<file path="src/rtl/nes_bus_arbiter.sv">
// Shares the CPU-side system bus between the 6502 and NUM_MST DMA masters, with read decode and open-bus latch.
// Build option: define ARB_RR_EN for round-robin arbitration; fixed priority (lowest index wins) otherwise.
module nes_bus_arbiter #(
  parameter int NUM_MST = 2,
  parameter int AW      = 16,
  parameter int DW      = 8
) (
  input  logic                  i_clk,
  input  logic                  i_rstn,
  input  logic [AW-1:0]         i_cpu_addr,
  input  logic                  i_cpu_r_wn,
  input  logic [DW-1:0]         i_cpu_wdata,
  output logic [DW-1:0]         o_cpu_rdata,
  output logic                  o_cpu_pause,
  input  logic [NUM_MST-1:0]    i_mst_req,
  input  logic [NUM_MST*AW-1:0] i_mst_addr,
  input  logic [NUM_MST-1:0]    i_mst_wn,
  input  logic [NUM_MST*DW-1:0] i_mst_wdata,
  output logic [NUM_MST-1:0]    o_mst_gnt,
  output logic [DW-1:0]         o_mst_rdata,
  output logic [AW-1:0]         o_bus_addr,
  output logic [DW-1:0]         o_bus_wdata,
  output logic                  o_bus_wn,
  input  logic [DW-1:0]         i_ram_rdata,
  input  logic [DW-1:0]         i_ppu_rdata,
  input  logic [DW-1:0]         i_apu_rdata,
  input  logic [DW-1:0]         i_jpd_rdata,
  input  logic [DW-1:0]         i_mmc_rdata
);

  localparam int OW = (NUM_MST > 1) ? $clog2(NUM_MST) : 1;

  typedef enum logic [1:0] {S_CPU, S_HALT, S_DMA} state_e;

  state_e        state_q;
  logic [OW-1:0] owner_q;
  logic          pause_q;
  logic [DW-1:0] openBus_q, openBus_d;
`ifdef ARB_RR_EN
  logic [OW-1:0] lastOwner_q;
`endif

  logic [AW-1:0] mstAddr  [NUM_MST];
  logic [DW-1:0] mstWdata [NUM_MST];
  logic [AW-1:0] busAddr;
  logic [DW-1:0] busWdata;
  logic          busWn;
  logic          transfer;
  logic [DW-1:0] rdata;
  logic [OW-1:0] winner;
  logic          anyReq;

  for (genvar k = 0; k < NUM_MST; k++) begin : g_unpack
    assign mstAddr[k]  = i_mst_addr[k*AW +: AW];
    assign mstWdata[k] = i_mst_wdata[k*DW +: DW];
  end

  assign anyReq = |i_mst_req;

  // Bus owner mux; the turnaround and ungranted DMA cycles park the bus on a harmless read of 0x0000.
  always_comb begin
    busAddr  = '0;
    busWn    = 1'b1;
    busWdata = '0;
    transfer = 1'b0;
    unique case (state_q)
      S_CPU: begin
        busAddr  = i_cpu_addr;
        busWn    = i_cpu_r_wn;
        busWdata = i_cpu_wdata;
        transfer = 1'b1;
      end
      S_DMA: begin
        if (i_mst_req[owner_q]) begin
          busAddr  = mstAddr[owner_q];
          busWn    = i_mst_wn[owner_q];
          busWdata = mstWdata[owner_q];
          transfer = 1'b1;
        end
      end
      default: begin
      end
    endcase
  end

  always_comb begin
    o_mst_gnt = '0;
    if (state_q == S_DMA) o_mst_gnt[owner_q] = i_mst_req[owner_q];
  end

  // Joypad is tested before the APU range because 0x4016/0x4017 sit inside the APU window.
  always_comb begin
    if (busAddr < AW'(16'h2000))                                  rdata = i_ram_rdata;
    else if (busAddr < AW'(16'h4000))                             rdata = i_ppu_rdata;
    else if (busAddr == AW'(16'h4016) || busAddr == AW'(16'h4017)) rdata = i_jpd_rdata;
    else if (busAddr < AW'(16'h4016))                             rdata = i_apu_rdata;
    else if (busAddr < AW'(16'h4020))                             rdata = openBus_q;
    else                                                          rdata = i_mmc_rdata;
  end

  always_comb begin
    openBus_d = openBus_q;
    if (transfer) openBus_d = busWn ? rdata : busWdata;
  end

  // Later loop iterations override earlier ones, so the highest-priority requester is visited last.
`ifdef ARB_RR_EN
  int candSum;
  always_comb begin
    winner  = '0;
    candSum = 0;
    for (int i = NUM_MST; i >= 1; i--) begin
      candSum = int'(lastOwner_q) + i;
      if (candSum >= NUM_MST) candSum = candSum - NUM_MST;
      if (i_mst_req[OW'(candSum)]) winner = OW'(candSum);
    end
  end
`else
  always_comb begin
    winner = '0;
    for (int i = NUM_MST - 1; i >= 0; i--) begin
      if (i_mst_req[i]) winner = OW'(i);
    end
  end
`endif

  // Reads only may be stolen, since the 6502 cannot stall mid-write.
  always_ff @(posedge i_clk or negedge i_rstn) begin
    if (!i_rstn) begin
      state_q     <= S_CPU;
      owner_q     <= '0;
      pause_q     <= 1'b0;
      openBus_q   <= '0;
`ifdef ARB_RR_EN
      lastOwner_q <= OW'(NUM_MST - 1);
`endif
    end else begin
      openBus_q <= openBus_d;
      unique case (state_q)
        S_CPU: begin
          if (anyReq && i_cpu_r_wn) begin
            state_q <= S_HALT;
            pause_q <= 1'b1;
          end
        end
        S_HALT: begin
          if (anyReq) begin
            state_q     <= S_DMA;
            owner_q     <= winner;
`ifdef ARB_RR_EN
            lastOwner_q <= winner;
`endif
          end else begin
            state_q <= S_CPU;
            pause_q <= 1'b0;
          end
        end
        S_DMA: begin
          if (!i_mst_req[owner_q]) begin
            if (anyReq) begin
              state_q <= S_HALT;
            end else begin
              state_q <= S_CPU;
              pause_q <= 1'b0;
            end
          end
        end
        default: begin
          state_q <= S_CPU;
          pause_q <= 1'b0;
        end
      endcase
    end
  end

  assign o_cpu_pause = pause_q;
  assign o_cpu_rdata = rdata;
  assign o_mst_rdata = rdata;
  assign o_bus_addr  = busAddr;
  assign o_bus_wdata = busWdata;
  assign o_bus_wn    = busWn;

endmodule

</file>
<file path="config.mk">
export PLATFORM = sky130hd
export DESIGN_NAME = nes_bus_arbiter
export DESIGN_NICKNAME = d
export VERILOG_FILES = /design/src/rtl/nes_bus_arbiter.sv
export SDC_FILE = /design/constraint.sdc
export NUM_CORES = 1
export LEC_CHECK = 0
export BUFFER_PORTS_ARGS = -buffer_cell sky130_fd_sc_hd__buf_4
export CORE_UTILIZATION = 45
export CTS_CLUSTER_SIZE = 14
export DETAILED_ROUTE_END_ITERATION = 10
export PLACE_DENSITY = 0.92
export SYNTH_ARGS = -nofsm -noshare
export SYNTH_HDL_FRONTEND = slang
export SYNTH_SLANG_ARGS = --single-unit
</file>
<file path="constraint.sdc">
create_clock -name i_clk -period 6.3 [get_ports i_clk]
set_clock_uncertainty 0.1 [all_clocks]
set_input_delay 0.63 -clock i_clk [delete_from_list [all_inputs] [get_ports i_clk]]
set_output_delay 0.63 -clock i_clk [all_outputs]
set_load 0.02 [all_outputs]
</file>
==> metrics.log <==
[metrics] outcome: complete, no violations
[metrics] power density over the cells: 482 nW/um^2
[metrics] Global Route Usage Sum: 32.3%
[metrics] via density per instance: 6.37
[metrics] top-area cell type share of the netlist area: 12.5%
[metrics] series of cell instances along the critical path: and3b_1, a221o_1, nor2_1, and3_1, a41oi_1, o21ai_1, buf_4
[metrics] max-slew violation count: 0
[metrics] number of global-route vias before repair: ~3000
[metrics] antenna violations before repair: 0
[metrics] library cell used as clock root buffer: clkbuf_8
[metrics] share of async-settable or async-resettable flops after synthesis: 100%
[metrics] worst setup path class: register to output pin
[metrics] biggest area consumer among synthesized cells: dfrtp_1
[metrics] TritonRoute pass-1 iters: 7
[metrics] kind of start point of the critical path: register
[metrics] Post-DP HPWL: a little over 7 mm
[metrics] static leakage power: 1.57 nW
[metrics] Finished Layout Cells: 505
[metrics] worst setup slack before clock tree synthesis: slightly below 2 ns
[metrics] pin count of the biggest net entering global routing: 26
[metrics] CTS tree: yes
[metrics] starting utilization of the core area: between 40% and 50%
[metrics] synthesized-area fraction occupied by and/or/nand/nor cells: 17.7%
[metrics] CP Buf/Inv Count: 1
[metrics] Post-Synthesis Cell Area: 2390 um^2
[metrics] HP Class: input pin to async pin
[metrics] Syn Area/Cell: around 7.9 um^2
[metrics] clock slew seen by the registers of the worst setup and hold paths: approximately 0.06 ns
[metrics] setup TNS: 0 ns
[metrics] WL final: roughly 9.1 mm
[metrics] Syn. warnings: 0
[metrics] most frequent cell after synthesis: nand2_1
[metrics] Final Cell Area: ~3500 um^2
[metrics] cell with the largest stage delay on the worst path: dfrtp_1
[metrics] Post-Synth XOR/XNOR Area: 0%
[metrics] top fanout value on the critical path: 24
[metrics] share of the clock period used by the worst path: 75.6%
[metrics] number of clock sinks: 12
[metrics] worst hold slack: 0.115 ns
[metrics] Worst path top cell family by delay: simple AND/OR/NAND/NOR gates
[metrics] sequential share of the synthesized area: around an eighth
[metrics] fraction of synthesized area in multiplexers: 7.58%
[metrics] gr ovfl total: 0
[metrics] worst reg-to-reg path cell count: 6
[metrics] routability congestion estimate: 0.928
[metrics] Critical Path Stages: 7
[metrics] number of placement rows: 26
[metrics] number of cells upsized or downsized after cts: 0
[metrics] antenna diode instance count: 0
[metrics] P&R area growth vs syn: 48.2%
[metrics] Placed Instances: 502
[metrics] DP Area: about 3500 um^2
[metrics] EDFF count, synth: 0
[metrics] largest family of logic cells by synthesized area: compound AO/OA/AOI/OAI gates
[metrics] setup repair bufs after CTS: 0
[metrics] number of hold buffers added after CTS: 0
[metrics] cell types occupying the most area after synthesis: dfrtp_1, mux2i_1, a41oi_1
[metrics] count of routing violations after the opening detailed-route iteration: about 270
[metrics] number of standard cells after synthesis: slightly above 300
[metrics] clock buffer count from CTS: 3
[metrics] number of input and output port buffers inserted: approximately 160
[metrics] die height: 74.9 um
[metrics] area fraction in compound gates after synthesis: between 40% and 50%
[metrics] Via Count: 3219
[metrics] remaining antenna violation count after routing: 0
[metrics] top cell types by occurrence after synthesis: nand2_1, mux2i_1, o211ai_1, o21ai_1, a41oi_1
[metrics] synthesized netlist net count: roughly 430
[metrics] die width: 74.9 um
[metrics] required time worst endpoint: 5.57 ns
[metrics] unrepaired setup endpoints after global routing: false
[metrics] I/O pin cnt: 163
[metrics] worst-case register-to-register setup slack: 2.52 ns
[metrics] # DRC: 0
[metrics] clock insertion delay at the later pin of the skew report: roughly 0.24 ns
[metrics] maximum VDD drop: 0.283 mV
[metrics] level count of the clock H-tree: 1
[metrics] most frequently used flop master after synthesis: dfrtp_1
[metrics] final net count: 560
[metrics] floorplan core area: 5110 um^2
[metrics] biggest cell delay along the critical path: 0.91 ns
[metrics] buffer levels on the longest clock path: 2
[metrics] critical path data arrival time: 4.03 ns
[metrics] transition at the pin with the smallest max-transition slack: 1.15 ns
[metrics] maximum clock rate: 210 MHz
[metrics] number of different library cells in the post-synthesis netlist: 54
[metrics] capturing element type of the critical path: output pin
[metrics] fillers: 440
[metrics] global-route wire length before repair: 13.8 mm
[metrics] number of synthesized register bits: 12
[metrics] minimum setup slack in the final design: roughly 1.5 ns
[metrics] proportion of layout cells with a drive suffix above 1: 43.2%
[metrics] final worst path period need: 4.76 ns
[metrics] full die area: 5610 um^2
[metrics] max-capacitance violation count: 0
[metrics] remaining max-slew budget at the tightest pin: approximately 23%
[metrics] number of failing setup endpoints in the final timing report: 0
[metrics] total count of hold-check failures in the final report: 0
[metrics] detail-routed net length per standard cell: 17.9 um
[metrics] adder-cell area share of the yosys netlist: 2.09%
final timing paths:
kind	startpoint	endpoint
min reg2reg	o_cpu_pause	o_cpu_pause
max in group asynchronous	i_rstn	owner_q
min in group i_clk	o_cpu_pause	o_cpu_pause
max reg2reg	owner_q	openBus_q[0]
max	owner_q	o_cpu_rdata[6]
min	i_rstn	openBus_q[5]
through the flow:
stage	utilization [%]	total power [mW]
after floorplan	-	1.23
after global placement	68.6	1.57
after detailed placement	68.6	1.60
after CTS	69.5	1.68
after global routing	69.5	1.83
final	69.5	1.71
power breakdown:
part | total [mW] | switching [mW] | internal (mW)
Clock | 0.0726 | 0.0304 | 0.0423
Sequential | 0.170 | 0.0498 | 0.120
Combinational | 1.47 | 0.876 | 0.592
Total | 1.71 | 0.956 | 0.754
registers in the layout, summed over array words and instances, names as in the netlist:
name and flops:
o_cpu_pause 1, openBus_q 8, owner_q 1, state_q 2
cells by family (layout without fill, tap and decap cells):
group / after synthesis / after routing
simple gates: 76 / 76
compound gates: 144 / 144
fa+ha+maj: 4 / 4
flops: 12 / 12
mux: 18 / 18
buf+inv: 50 / 181
area by class of cell:
type                    instances  area (um^2)  area share (%)
inverters                      14         52.6            1.48
clock buffers                   3         41.3            1.16
flip-flops and latches         12          300            8.47
well taps                      70         87.6            2.47
repair buffers                164         1230            34.7
multi-input cells             242         1830            51.7
layout by cell type (no fill, tap or decap), types with 2 or more instances in the layout:
cell type	instances
nand2b_1	2
a211oi_2	8
nand3b_1	2
nor3b_1	3
nand2_1	23
o21ai_0	12
a211oi_1	8
inv_1	13
a22oi_1	6
nand4_1	2
a2111oi_0	8
nand3_1	4
mux2i_1	17
buf_4	164
o211ai_1	17
nor2_1	11
o221ai_1	2
dfrtp_1	12
ha_1	4
or4_1	3
and2_1	12
a221o_1	11
clkbuf_8	3
and3_1	2
o21ai_1	17
a41oi_1	16
o32ai_1	8
a21oi_1	13
a311o_1	8
nor3_1	4
metal layers:
layer  vias up  wire length [um]  global-route usage [%]
met5         -                 0                       0
met4         0               293                    15.7
met3        34               785                    4.95
met2       205              4510                    57.4
met1      1482              3470                    37.8
li1       1498                 -                       -
(Power assumes the default switching activity.)
